### src/rtl/hazard_controller.sv
// Hazard unit for the five-stage MIPS pipeline: forwarding selects, load/branch/multiply
// stalls, a multiply watchdog FSM and a saturating stall-cycle counter.
module hazard_controller #(
    parameter int MULT_TIMEOUT = 64,
    parameter int CNT_W        = 16
) (
    input  logic             clk,
    input  logic             rst,
    input  logic [1:0]       branchD,
    input  logic [4:0]       RsD,
    input  logic [4:0]       RtD,
    input  logic             MultStartD,
    input  logic [2:0]       WBSrcD,
    input  logic [4:0]       RsE,
    input  logic [4:0]       RtE,
    input  logic [4:0]       WriteRegE,
    input  logic             RegWriteE,
    input  logic             MultStartE,
    input  logic             MultDoneE,
    input  logic [2:0]       WBSrcE,
    input  logic [4:0]       WriteRegM,
    input  logic             RegWriteM,
    input  logic [2:0]       WBSrcM,
    input  logic [4:0]       WriteRegW,
    input  logic             RegWriteW,
    output logic             stallF,
    output logic             stallD,
    output logic             flushE,
    output logic             forwardAD,
    output logic             forwardBD,
    output logic [1:0]       forwardAE,
    output logic [1:0]       forwardBE,
    output logic             mult_busy,
    output logic             mult_timeout,
    output logic [CNT_W-1:0] stall_cycles
);

    localparam logic [2:0] WB_LOAD = 3'b001;
    localparam logic [2:0] WB_HI   = 3'b011;
    localparam logic [2:0] WB_LO   = 3'b100;
    localparam logic [7:0] WDOG_LAST = 8'(MULT_TIMEOUT - 1);

    typedef enum logic [1:0] {IDLE, BUSY, TIMEOUT} multState_t;

    multState_t       state;
    logic [7:0]       wdog;
    logic [CNT_W-1:0] stallCnt;
    logic             multTimeout;

    logic       lwStall, branchStall, multStall, stall;
    logic [1:0] fwdAE, fwdBE;
    logic       fwdAD, fwdBD;

    // r0 is hardwired to zero, so it must never create a dependency.
    function automatic logic regMatch(input logic [4:0] a, input logic [4:0] b);
        return (a != 5'd0) && (a == b);
    endfunction

    function automatic logic [1:0] fwdSel(input logic [4:0] src, input logic wrM,
                                          input logic [4:0] regM, input logic wrW,
                                          input logic [4:0] regW);
        if (wrM && regMatch(regM, src))      return 2'b10;
        else if (wrW && regMatch(regW, src)) return 2'b01;
        else                                 return 2'b00;
    endfunction

    // NOTE: every combinational output gets a value on every path, so no latch is inferred.
    always_comb begin
        lwStall     = (WBSrcE == WB_LOAD) && (regMatch(RtE, RsD) || regMatch(RtE, RtD));
        branchStall = (branchD != 2'b00) &&
                      ((RegWriteE && (regMatch(WriteRegE, RsD) || regMatch(WriteRegE, RtD))) ||
                       ((WBSrcM == WB_LOAD) && (regMatch(WriteRegM, RsD) || regMatch(WriteRegM, RtD))));
        multStall   = (state == BUSY) && !MultDoneE &&
                      (MultStartD || (WBSrcD == WB_HI) || (WBSrcD == WB_LO));
        stall       = lwStall | branchStall | multStall;
        fwdAE       = fwdSel(RsE, RegWriteM, WriteRegM, RegWriteW, WriteRegW);
        fwdBE       = fwdSel(RtE, RegWriteM, WriteRegM, RegWriteW, WriteRegW);
        fwdAD       = RegWriteM && regMatch(WriteRegM, RsD);
        fwdBD       = RegWriteM && regMatch(WriteRegM, RtD);
    end

    // While reset is held the pipeline is frozen into a bubble regardless of the inputs.
    assign stallF       = rst & stall;
    assign stallD       = rst & stall;
    assign flushE       = ~rst | stall;
    assign forwardAE    = rst ? fwdAE : 2'b00;
    assign forwardBE    = rst ? fwdBE : 2'b00;
    assign forwardAD    = rst & fwdAD;
    assign forwardBD    = rst & fwdBD;
    assign mult_busy    = rst & (state == BUSY);
    assign mult_timeout = multTimeout;
    assign stall_cycles = stallCnt;

    // NOTE: state registers use non-blocking assignments so all updates see pre-edge values.
    always_ff @(posedge clk) begin
        if (!rst) begin
            state       <= IDLE;
            wdog        <= 8'd0;
            stallCnt    <= '0;
            multTimeout <= 1'b0;
        end else begin
            if (stallF && (stallCnt != '1))
                stallCnt <= stallCnt + 1'b1;
            case (state)
                IDLE: begin
                    // A zero-latency multiply completes in E and never enters BUSY.
                    if (MultStartE && !MultDoneE) begin
                        state <= BUSY;
                        wdog  <= 8'd0;
                    end
                end
                BUSY: begin
                    if (MultDoneE) begin
                        state <= IDLE;
                    end else if (wdog == WDOG_LAST) begin
                        state       <= TIMEOUT;
                        multTimeout <= 1'b1;
                    end else begin
                        wdog <= wdog + 8'd1;
                    end
                end
                TIMEOUT: multTimeout <= 1'b1;
                default: state <= IDLE;
            endcase
        end
    end

endmodule
### config.mk
export PLATFORM = sky130hd
export DESIGN_NAME = hazard_controller
export DESIGN_NICKNAME = d
export VERILOG_FILES = /design/src/rtl/hazard_controller.sv
export SDC_FILE = /design/constraint.sdc
export NUM_CORES = 1
export LEC_CHECK = 0
export ABC_AREA = 1
export ABC_CLOCK_PERIOD_IN_PS = 2000
export BUFFER_PORTS_ARGS = -buffer_cell sky130_fd_sc_hd__buf_2
export CAP_MARGIN = 10
export CORE_ASPECT_RATIO = 0.7
export CORE_MARGIN = 2
export CORE_UTILIZATION = 51
export DETAILED_ROUTE_END_ITERATION = 6
export PLACE_DENSITY = 0.81
export REMOVE_ABC_BUFFERS = 1
export SLEW_MARGIN = 15
export SYNTH_ARGS = -nofsm -noshare
export SYNTH_HDL_FRONTEND = slang
export SYNTH_SLANG_ARGS = --single-unit
### constraint.sdc
create_clock -name clk -period 2 [get_ports clk]
set_input_delay 0.1 -clock clk [delete_from_list [all_inputs] [get_ports clk]]
set_output_delay 0.1 -clock clk [all_outputs]
set_load 0.02 [all_outputs]
==> results.txt, run 1 <==
Cts hold-fix bufs - 0
Num CTS Buffers - 3
Predominant post-synthesis flop cell - dfxtp_1
Starting Density - 0.539
Hold crit path type - in2reg
Initial antenna violation count - 0
Total power - 0.00116 W
Hold WS - 0.158 ns
Tightest Pin Transition - 0.404 ns
Number of synthesized flops with an enable pin - 0
WL final - 6040 µm
Post-route DRC - 0
Outcome - complete, no violations
First-pass GRT wire length - 9710 µm
Core area - 0.00440 mm²
Grt ovf - 0
Startpoint Class - register
Critical path arrival - 1.75 ns
Max_cap viols - 0
Peak supply drop - 0.341 mV
Critical path's most frequent cell - inv_1
Synthesized area per cell - 6.25 µm²
Setup Skew - 0.00128 ns
FFs w/ async S/R, synth - 0
Tcrit/Tclk final - 0.925
Mapped Area - 0.00237 mm²
Critical R2R Capture - stall_cycles[11]$_SDFFE_PN0P_
WL/cell - 11.8 µm
CP Capture Type - output pin
M2 GR Usage - 0.395
Ports - 81
Max-slew violation count - 0
Die Area - 0.00523 mm²
Reg clk slew, reported paths - 0.09 ns
CP required - 1.90 ns
Max_slew headroom - 0.728
Reg2reg path depth - 14
Met3 Resource Use GR - 0.0389
Initial DRT Pass Iterations - 4
Dpl cell area - 0.00277 mm²
Power Density - 410 mW/mm²
Layout cells sized above 1 - 0.248
Buffers on Ports - 80
Via count - 2565
Site Rows - 20
Pin count of the biggest net entering global routing - 27
Setup Crit Path Kind - reg2out
Setup WS post-layout - 0.150 ns
Commonest non-fill, non-tap cell in the layout - nand2_1
Worst-Skew Late Latency - 0.27 ns
Setup-failing EPs final - 0
Clock Root Buffer - clkbuf_8
Chip height - 61.1 µm
FF-to-FF setup slack - 0.21 ns
#FFs+latches synth - 27
Clk buf depth - 2
CTS H-tree depth - 1
Clock sinks - 27
Synth Instances - 380
Pre-CTS setup slack - 0.200 ns
Placed Cells incl. Taps - 505
Post_cts resized - 0
Hold Startpoint - rst
Reg2Reg Launch Point - stall_cycles[0]$_SDFFE_PN0P_
Antenna Diode Count - 0
Synth warn - 0
Final Wtd Congestion - 0.872
DP Wirelength - 4710 µm
Chip width - 85.6 µm
Crit-path slowest cell - dfxtp_1
CTS tree - yes
Number of global-route vias before repair - 2246
Post-CTS Setup Bufs - 0
Post-synth cell types - 41
Fin. Hold Viols - 0
CP max stage delay - 0.33 ns
Final ANT Viol Nets - 0
Area Overhead vs Synth - 19.4%
All-Layer GR Usage - 0.229
CP max FO - 13
Busiest grt layer - met2
Avg Vias per Cell - 5.03
Crit path cell chain - inv_1 > nor2_1 > inv_1 > nor2_4 > nand2_1 > a21boi_2 > nand2_4 > nand2_1 > inv_1 > buf_2
Min Tclk post-route - 1.85 ns
Design Area, Final - 0.00284 mm²
WHS Endpoint - stall_cycles[7]$_SDFFE_PN0P_
Leakage - 1.45 nW
Worst hold path depth - 3
Final #Nets - 512
FMAX - 540 MHz
Layout Cells excl Fill - 510
Most frequent cells in the layout - nand2_1 (85), buf_2 (80), nor2_1 (57)
Met1 Use GR - 0.315
Initial DRC count - 172
Post-synthesis sequential area ratio - 0.228
[sequential cells by signal, indices dropped and copies added, names as in the netlist]
name / count
stall_cycles: 16
state: 2
wdog: 8
mult_timeout: 1
[final cells by class]
| class | instances | area (µm²) |
|---|---|---|
| fill | 405 | 1570 |
| multi-input combinational | 282 | 1540 |
| clock buffer | 3 | 41.3 |
| inverter | 60 | 228 |
| clock inverter | 1 | 5.00 |
| tap | 55 | 68.8 |
| timing repair buffer | 82 | 415 |
| sequential | 27 | 542 |
[cell usage after synthesis, drive strengths merged (2+ instances only)]
cell type	instances	area share
a211oi	3	0.0095
a21oi	12	0.025
a31oi	2	0.0053
buf	10	0.035
clkbuf	2	0.0032
dfxtp	27	0.23
ha	2	0.011
inv	60	0.096
nand2	89	0.15
nand3	31	0.073
nand4	8	0.021
nor2	62	0.11
nor3	11	0.025
nor3b	3	0.0095
nor4	3	0.0079
o21ai	2	0.0042
o22ai	2	0.0053
o31ai	4	0.013
or2	2	0.0053
xnor2	15	0.055
xor2	22	0.081
[layer usage]
metal,vias up,part of all wire
met5,-,0
met4,0,0.0081
met3,6,0.069
met2,88,0.44
met1,1121,0.49
li1,1350,-
[through the flow]
stage | util | TNS, ns
after floorplan | - | 0
after CTS | 0.639 | 0
after global placement | 0.628 | 0
final | 0.644 | 0
after detailed placement | 0.628 | 0
after global routing | 0.644 | -0.0229
[worst max-delay path by stage]
stage	startpoint	to	slack, ns	depth (start not counted)
3_3_place_gp	stall_cycles[1]$_SDFFE_PN0P_	stall_cycles[11]$_SDFFE_PN0P_	0.26	14
2_1_floorplan	stall_cycles[0]$_SDFFE_PN0P_	stall_cycles[11]$_SDFFE_PN0P_	0.17	14
3_5_place_dp	stall_cycles[1]$_SDFFE_PN0P_	stall_cycles[11]$_SDFFE_PN0P_	0.20	14
5_1_grt	state[0]$_SDFFE_PN0P_	stallF	-0.01	10
4_1_cts	state[0]$_SDFFE_PN0P_	stallD	0.07	10
6_report	state[0]$_SDFFE_PN0P_	stallD	0.15	10
[cell families after synthesis]
group                      Yosys count  share of synthesized area
and+or+nand+nor                    210                      0.404
buffers and inverters               72                      0.134
xor gates and xnor gates            37                      0.136
AOI/OAI and AO/OA                   32                     0.0875
DFF                                 27                      0.228
adders and majority gates            2                     0.0105
[worst max-delay path, delay by kind of cell (launching register included)]
kind / cells / cell delay [ns]
AO/OA/AOI/OAI: 1 / 0.29
buffers and inverters: 4 / 0.41
flip-flops: 1 / 0.33
AND/OR/NAND/NOR: 5 / 0.44
[power by group]
part           switching, W  total (W)  internal, W
clock network      0.000173   0.000313     0.000140
registers        0.00000433   0.000545     0.000541
logic              0.000179   0.000305     0.000126
total              0.000357    0.00116     0.000807
Power figures use the tool's default switching activity.
==> run 2: changes to the inputs <==
SETUP_SLACK_MARGIN = 0.4   (was unset)
==> results.txt, run 2 (same netlist as run 1, synthesis figures left out) <==
Min Tclk post-route - 1.60 ns
Area Overhead vs Synth - 32.8%
CP max FO - 6
Final TNS setup - 0 ns
Critical path arrival - 1.79 ns
Tightest Pin Transition - 0.433 ns
Starting Density - 0.539
Layout cells sized above 1 - 0.342
Crit path cell chain - ha_4 > nand2_4 > nor2_4 > nand2_2 > nor2_4 > nand3_4 > nand2_4 > nor2_4 > nand2_2 > nor2_4 > nand3_2 > nand2_1 > inv_1 > nor2_1
Tcrit/Tclk final - 0.800
Number of flip-flops in the largest register - 16
Hold Startpoint - rst
DP Wirelength - 4710 µm
CP required - 2.19 ns
Initial DRC count - 128
Fin. Hold Viols - 0
CTS H-tree depth - 1
Grt ovf - 0
Critical path's most frequent cell - nor2_4
First-pass GRT wire length - 10700 µm
All-Layer GR Usage - 0.254
Setup Crit Path Kind - reg2reg
FMAX - 625 MHz
Most frequent cells in the layout - buf_2 (77), nand2_1 (76), nor2_1 (51)
Crit. Startpoint - stall_cycles[1]$_SDFFE_PN0P_
Unrepaired setup endpoints after global routing - true
Power Density - 382 mW/mm²
Clock Root Buffer - clkbuf_8
Die Area - 0.00523 mm²
Ports - 81
Chip height - 61.1 µm
Final #Nets - 531
Crit-path slowest cell - dfxtp_4
Setup Skew - 0.00712 ns
Reg clk slew, reported paths - 0.10 ns
Worst Path Buf+Inv - 1
Top delay family on crit path - simple AND/OR/NAND/NOR gates
Leakage - 1.58 nW
Via count - 2736
Final ANT Viol Nets - 0
Initial DRT Pass Iterations - 4
Reg2Reg Launch Point - stall_cycles[1]$_SDFFE_PN0P_
Worst-Skew Late Latency - 0.28 ns
Max-slew violation count - 0
Max_cap viols - 0
Layout Cells excl Fill - 529
Hold crit path type - in2reg
Pin count of the biggest net entering global routing - 16
Final Util - 0.716
Max_slew headroom - 0.709
Buffers on Ports - 80
Commonest non-fill, non-tap cell in the layout - buf_2
Avg Vias per Cell - 5.17
Clk buf depth - 2
WL/cell - 12.9 µm
Number of global-route vias before repair - 2435
Antenna Diode Count - 0
Initial antenna violation count - 0
Peak supply drop - 0.347 mV
WL final - 6840 µm
Clock sinks - 27
Placed Cells incl. Taps - 505
Num CTS Buffers - 3
CP max stage delay - 0.38 ns
Site Rows - 20
Core area - 0.00440 mm²
Outcome - complete, no violations
Final Wtd Congestion - 0.872
Post-route DRC - 0
Setup-failing EPs final - 0
Startpoint Class - register
CTS tree - yes
CP Capture Type - register
Chip width - 85.6 µm
## run 2: final timing paths
kind	end	slack, ns	cells past startpoint
max reg2reg	stall_cycles[15]$_SDFFE_PN0P_	0.40	14
min reg2reg	mult_timeout$_SDFFE_PN0P_	0.47	1
min	stall_cycles[7]$_SDFFE_PN0P_	0.15	3
max	stall_cycles[15]$_SDFFE_PN0P_	0.40	14
## run 2: area by class of cell
type                    instances  area [µm²]
fillers                       364        1250
multi-input cells             282        1680
clock inverters                 1        5.00
inverters                      60         228
flip-flops and latches         27         553
repair buffers                101         581
well taps                      55        68.8
clock buffers                   3        41.3
## run 2: routing by layer
metal / global-route usage / up-vias / wire (µm)
li1: - / 1391 / -
met1: 0.341 / 1231 / 3100
met2: 0.429 / 98 / 3180
met3: 0.0456 / 16 / 425
met4: 0.0726 / 0 / 131
met5: 0 / - / 0
## run 2: metrics by stage
step | instance area, µm² | hold slack, ns | worst slack, ns | total power [W]
after floorplan | 2280 | 0.218 | 0.174 | 0.000723
after global placement | 2770 | 0.447 | 0.256 | 0.000849
after detailed placement | 2770 | 0.454 | 0.200 | 0.000855
after CTS | 2990 | 0.159 | 0.389 | 0.00118
after global routing | 3150 | 0.158 | 0.270 | 0.00126
final | 3150 | 0.152 | 0.400 | 0.00120
## run 2: report_power, final
part / leakage (nW) / switching (W) / internal, W
logic: 1.33 / 0.000192 / 0.000148
registers: 0.222 / 0.00000583 / 0.000541
clock network: 0.0255 / 0.000178 / 0.000140
## run 2: tightest hold or removal path, delay by kind of cell
family,cells,cell delay (ns)
buf+inv,1,0.18
simple gates,2,0.12
## run 2: what timing repair did
item	in CTS	in global routing
resized for setup	31	25
hold buffers	0	0
buffers inserted	11	8
hold endpoints to repair	0	0
gates cloned	1	0
setup endpoints to repair	23	30
pin swaps	11	11
==> run 3: changes to the inputs <==
ABC_AREA = 0   (was 1)
ABC_CLOCK_PERIOD_IN_PS = 1500   (was 2000)
CORE_UTILIZATION = 49   (was 51)
PLACE_DENSITY = 0.8   (was 0.81)
clock period = 1.5 ns   (was 2 ns; I/O delays follow)
==> results.txt, run 3 <==
Clock Root Buffer - clkbuf_8
Worst endpoint, post-GRT repair - wdog[5]$_SDFFE_PN0P_/D
Outcome - aborted with a tool error
Post-synthesis sequential area ratio - 0.256
Top cells by area, synth - dfxtp_1 (26%), xor2_1 (18%), xnor2_1 (5.4%)
CTS H-tree depth - 1
Cell taking the most area after synthesis - dfxtp_1
Site Rows - 19
Tool error - [ERROR GRT-0232] Routing congestion too high. Check the congestion heatmap in the GUI.
Synth warn - 0
Last stage reached - global routing (5_1_grt)
#FFs+latches synth - 27
FFs w/ async S/R, synth - 0
WEP type - register input
Num CTS Buffers - 3
Predominant post-synthesis flop cell - dfxtp_1
Dpl cell area - 0.00293 mm²
Buffers on Ports - 80
Synthesized area per cell - 8.17 µm²
Post-synth top cells - xor2_1 (44), dfxtp_1 (27), nor2_1 (20)
Ports - 81
Chip height - 58.9 µm
Grt ovf - 167
DP Wirelength - 4950 µm
Most frequent cell after synthesis - xor2_1
Post-synth top area share - 0.256
Synth Instances - 258
All-Layer GR Usage - 0.811
Clk buf depth - 2
Number of synthesized flops with an enable pin - 0
Mapped Area - 0.00211 mm²
Final Wtd Congestion - 1.08
Pin count of the biggest net entering global routing - 17
Clock sinks - 27
Starting Density - 0.525
Post-synth cell types - 43
Chip width - 82.4 µm
-- run 3: changes by cell type after synthesis, moves of 11 or more --
cell / previous run / this run
nand2_1: 85 / 14
or4_1: 0 / 11
nor2_1: 58 / 20
inv_1: 53 / 4
nand3_1: 29 / 17
xor2_1: 22 / 44
-- run 3: repair_timing --
item                                    CTS
hold buffers                              0
gates resized for setup                 128
gates cloned                              2
endpoints found under the setup margin   37
pin swaps                                49
setup buffers                            16
-- run 3: cells by family after synthesis --
family	synth area share
AO/OA/AOI/OAI	0.135
AND/OR/NAND/NOR	0.286
XOR/XNOR	0.237
adder cells (fa/ha/maj)	0.0119
flip-flops	0.256
buffers and inverters	0.0694
multiplexers	0.00475
-- run 3: per-stage QoR --
step,hold slack [ns],setup TNS (ns),instances,setup WS [ns]
4_1_cts,0.208,-3.74,459,-0.238
3_5_place_dp,0.452,-9.43,437,-0.521
3_3_place_gp,0.442,-8.81,437,-0.520
2_1_floorplan,0.197,-8.23,241,-0.602
-- run 3: per-layer routing --
| metal | global-route usage | overflow |
|---|---|---|
| met4 | 0.976 | 56 |
| met5 | 0.0556 | 0 |
| met1 | 0.785 | 1 |
| met3 | 0.511 | 1 |
| met2 | 1.07 | 109 |
==> run 4: changes to the inputs <==
CORE_ASPECT_RATIO = unset   (was 0.7)
CORE_UTILIZATION = 37   (was 49)
PLACE_DENSITY = unset   (was 0.8)
PLACE_DENSITY_LB_ADDON = 0.15   (was unset)
SETUP_SLACK_MARGIN = unset   (was 0.4)
==> results.txt, run 4 <==
Predominant post-synthesis flop cell - dfxtp_1
Setup WS post-layout - -0.249 ns
Tightest Pin Transition - 0.437 ns
CP required - 1.72 ns
Worst Path Buf+Inv - 0
Crit path cell chain - and4_4 > nand3_4 > nor2_4 > and3_4 > a31o_4 > or4_4 > a21oi_2
Adder-cell share of the synthesized area - 0.0119
DP Wirelength - 4840 µm
Critical path arrival - 1.97 ns
Startpoint Class - register
Synth Instances - 258
Cts hold-fix bufs - 0
Largest family of logic cells by synthesized area - simple AND/OR/NAND/NOR gates
Clock Root Buffer - clkbuf_8
Cell taking the most area after synthesis - dfxtp_1
Setup Crit Path Kind - reg2reg
Top delay family on crit path - simple AND/OR/NAND/NOR gates
Hold crit path type - in2reg
Design Area, Final - 0.00348 mm²
Compound-gate portion of the synthesized area - 0.135
Power Density - 478 mW/mm²
FF-to-FF setup slack - -0.25 ns
Site Rows - 27
Post-route DRC - 0
Max_slew headroom - 0.707
Post-synthesis xor/xnor area fraction - 0.237
Crit. Startpoint - stall_cycles[2]$_SDFFE_PN0P_
CTS H-tree depth - 1
Initial DRT Pass Iterations - 4
Ports - 81
Pin count of the biggest net entering global routing - 19
Clk buf depth - 2
Top cells by area, synth - dfxtp_1 (26%), xor2_1 (18%), xnor2_1 (5.4%)
Reg2Reg Launch Point - stall_cycles[2]$_SDFFE_PN0P_
Max_cap viols - 0
Synth warn - 0
Min Tclk post-route - 1.75 ns
Critical R2R Capture - stall_cycles[15]$_SDFFE_PN0P_
Dpl cell area - 0.00298 mm²
#FFs+latches synth - 27
Failing checks - setup timing
Hold WS - 0.215 ns
Peak supply drop - 0.275 mV
Unrepaired setup endpoints after global routing - true
CTS tree - yes
First-pass GRT wire length - 10800 µm
Setup crit end - stall_cycles[15]$_SDFFE_PN0P_
Buffers on Ports - 80
Leakage - 1.53 nW
Hold Startpoint - MultStartE
Max-slew violation count - 0
Commonest non-fill, non-tap cell in the layout - buf_2
Layout cells sized above 1 - 0.535
Area Overhead vs Synth - 65.1%
Tcrit/Tclk final - 1.17
Post-synth top cells - xor2_1 (44), dfxtp_1 (27), nor2_1 (20)
Synthesized area per cell - 8.17 µm²
CP Capture Type - register
Worst path depth - 7
Setup-failing EPs final - 24
Setup Skew - 0.00461 ns
Post-synth cell types - 43
Post-synthesis sequential area ratio - 0.256
CP max stage delay - 0.49 ns
Mux contribution to synthesized area - 0.00475
All-Layer GR Usage - 0.210
Via count - 2412
Number of flip-flops in the largest register - 16
Total power - 0.00166 W
Reg2reg path depth - 7
Chip width - 79.5 µm
Fin. Hold Viols - 0
CP max FO - 7
Number of global-route vias before repair - 2396
WL/cell - 14.1 µm
WL final - 6640 µm
Most frequent cells in the layout - buf_2 (68), buf_4 (62), xor2_1 (44)
Final Wtd Congestion - 0.829
Avg Vias per Cell - 5.11
Post-synth top area share - 0.256
Outcome - finished, violations left
Most frequent cell after synthesis - xor2_1
Initial DRC count - 88
Initial antenna violation count - 0
Die Area - 0.00632 mm²
Crit-path slowest cell - or4_4
FMAX - 572 MHz
Reg clk slew, reported paths - 0.10 ns
Num CTS Buffers - 3
Worst-Skew Late Latency - 0.28 ns
Grt ovf - 0
FFs w/ async S/R, synth - 0
Final ANT Viol Nets - 0
Core area - 0.00551 mm²
Starting Density - 0.383
Chip height - 79.5 µm
Number of synthesized flops with an enable pin - 0
Antenna Diode Count - 0
Mapped Area - 0.00211 mm²
Synth Area in Simple Gates - 0.286
Final #Nets - 457
Clock sinks - 27
Final TNS setup - -3.62 ns
==> run 4: cell counts after synthesis <==
No cell type changed its count.
==> run 4: worst min path at each step <==
stage | end | slack [ns] | depth (start not counted)
floorplan | state[0]$_SDFFE_PN0P_ | 0.20 | 1
global placement | mult_timeout$_SDFFE_PN0P_ | 0.44 | 2
detailed placement | mult_timeout$_SDFFE_PN0P_ | 0.44 | 2
CTS | wdog[3]$_SDFFE_PN0P_ | 0.22 | 4
global route | wdog[7]$_SDFFE_PN0P_ | 0.27 | 4
finish | wdog[7]$_SDFFE_PN0P_ | 0.22 | 4
==> run 4: area by class of cell <==
cell class	instances	area, µm²
tap	72	90.1
fill	503	2030
sequential	27	552
clock buffer	3	41.3
multi-input combinational	210	1690
inverter	5	18.8
timing repair buffer	154	1080
clock inverter	1	5.00
==> run 4: through the flow <==
| stage | std cells | util | setup WS (ns) |
|---|---|---|---|
| finish | 472 | 0.632 | -0.249 |
| global route | 472 | 0.632 | -0.307 |
| CTS | 469 | 0.599 | -0.201 |
| detailed placement | 461 | 0.541 | -0.471 |
| global placement | 461 | 0.541 | -0.469 |
| floorplan | 241 | - | -0.602 |
==> run 4: worst min-delay path: cells and delay by family <==
kind	cells	cell delay, ns
buffers and inverters	1	0.09
AND/OR/NAND/NOR	3	0.29
==> run 4: power by group <==
part           switching [W]  internal, W  total [W]
Clock               0.000234     0.000186   0.000421
Sequential        0.00000357     0.000721   0.000724
Combinational       0.000256     0.000263   0.000519
==> run 4: repair_timing <==
| action | in CTS | in global routing |
|---|---|---|
| gates resized for setup | 60 | 38 |
| gates cloned | 1 | 0 |
| buffers inserted | 4 | 3 |
| pin swaps | 28 | 21 |
| setup endpoints to repair | 28 | 31 |
==> run 4: cells by family (layout without fill, tap and decap cells) <==
logic type,count (synthesis),count (layout)
xor gates and xnor gates,57,57
and+or+nand+nor,108,108
buffers and inverters,22,163
DFF,27,27
adders and majority gates,2,2
muxes,1,1
AOI/OAI and AO/OA,41,42
==> run 4: per-layer routing <==
| layer | global-route usage | wire [µm] | share of wire |
|---|---|---|---|
| met5 | 0 | 0 | 0 |
| met4 | 0.0672 | 92 | 0.014 |
| met3 | 0.0226 | 333 | 0.050 |
| met2 | 0.384 | 3360 | 0.51 |
| met1 | 0.255 | 2850 | 0.43 |
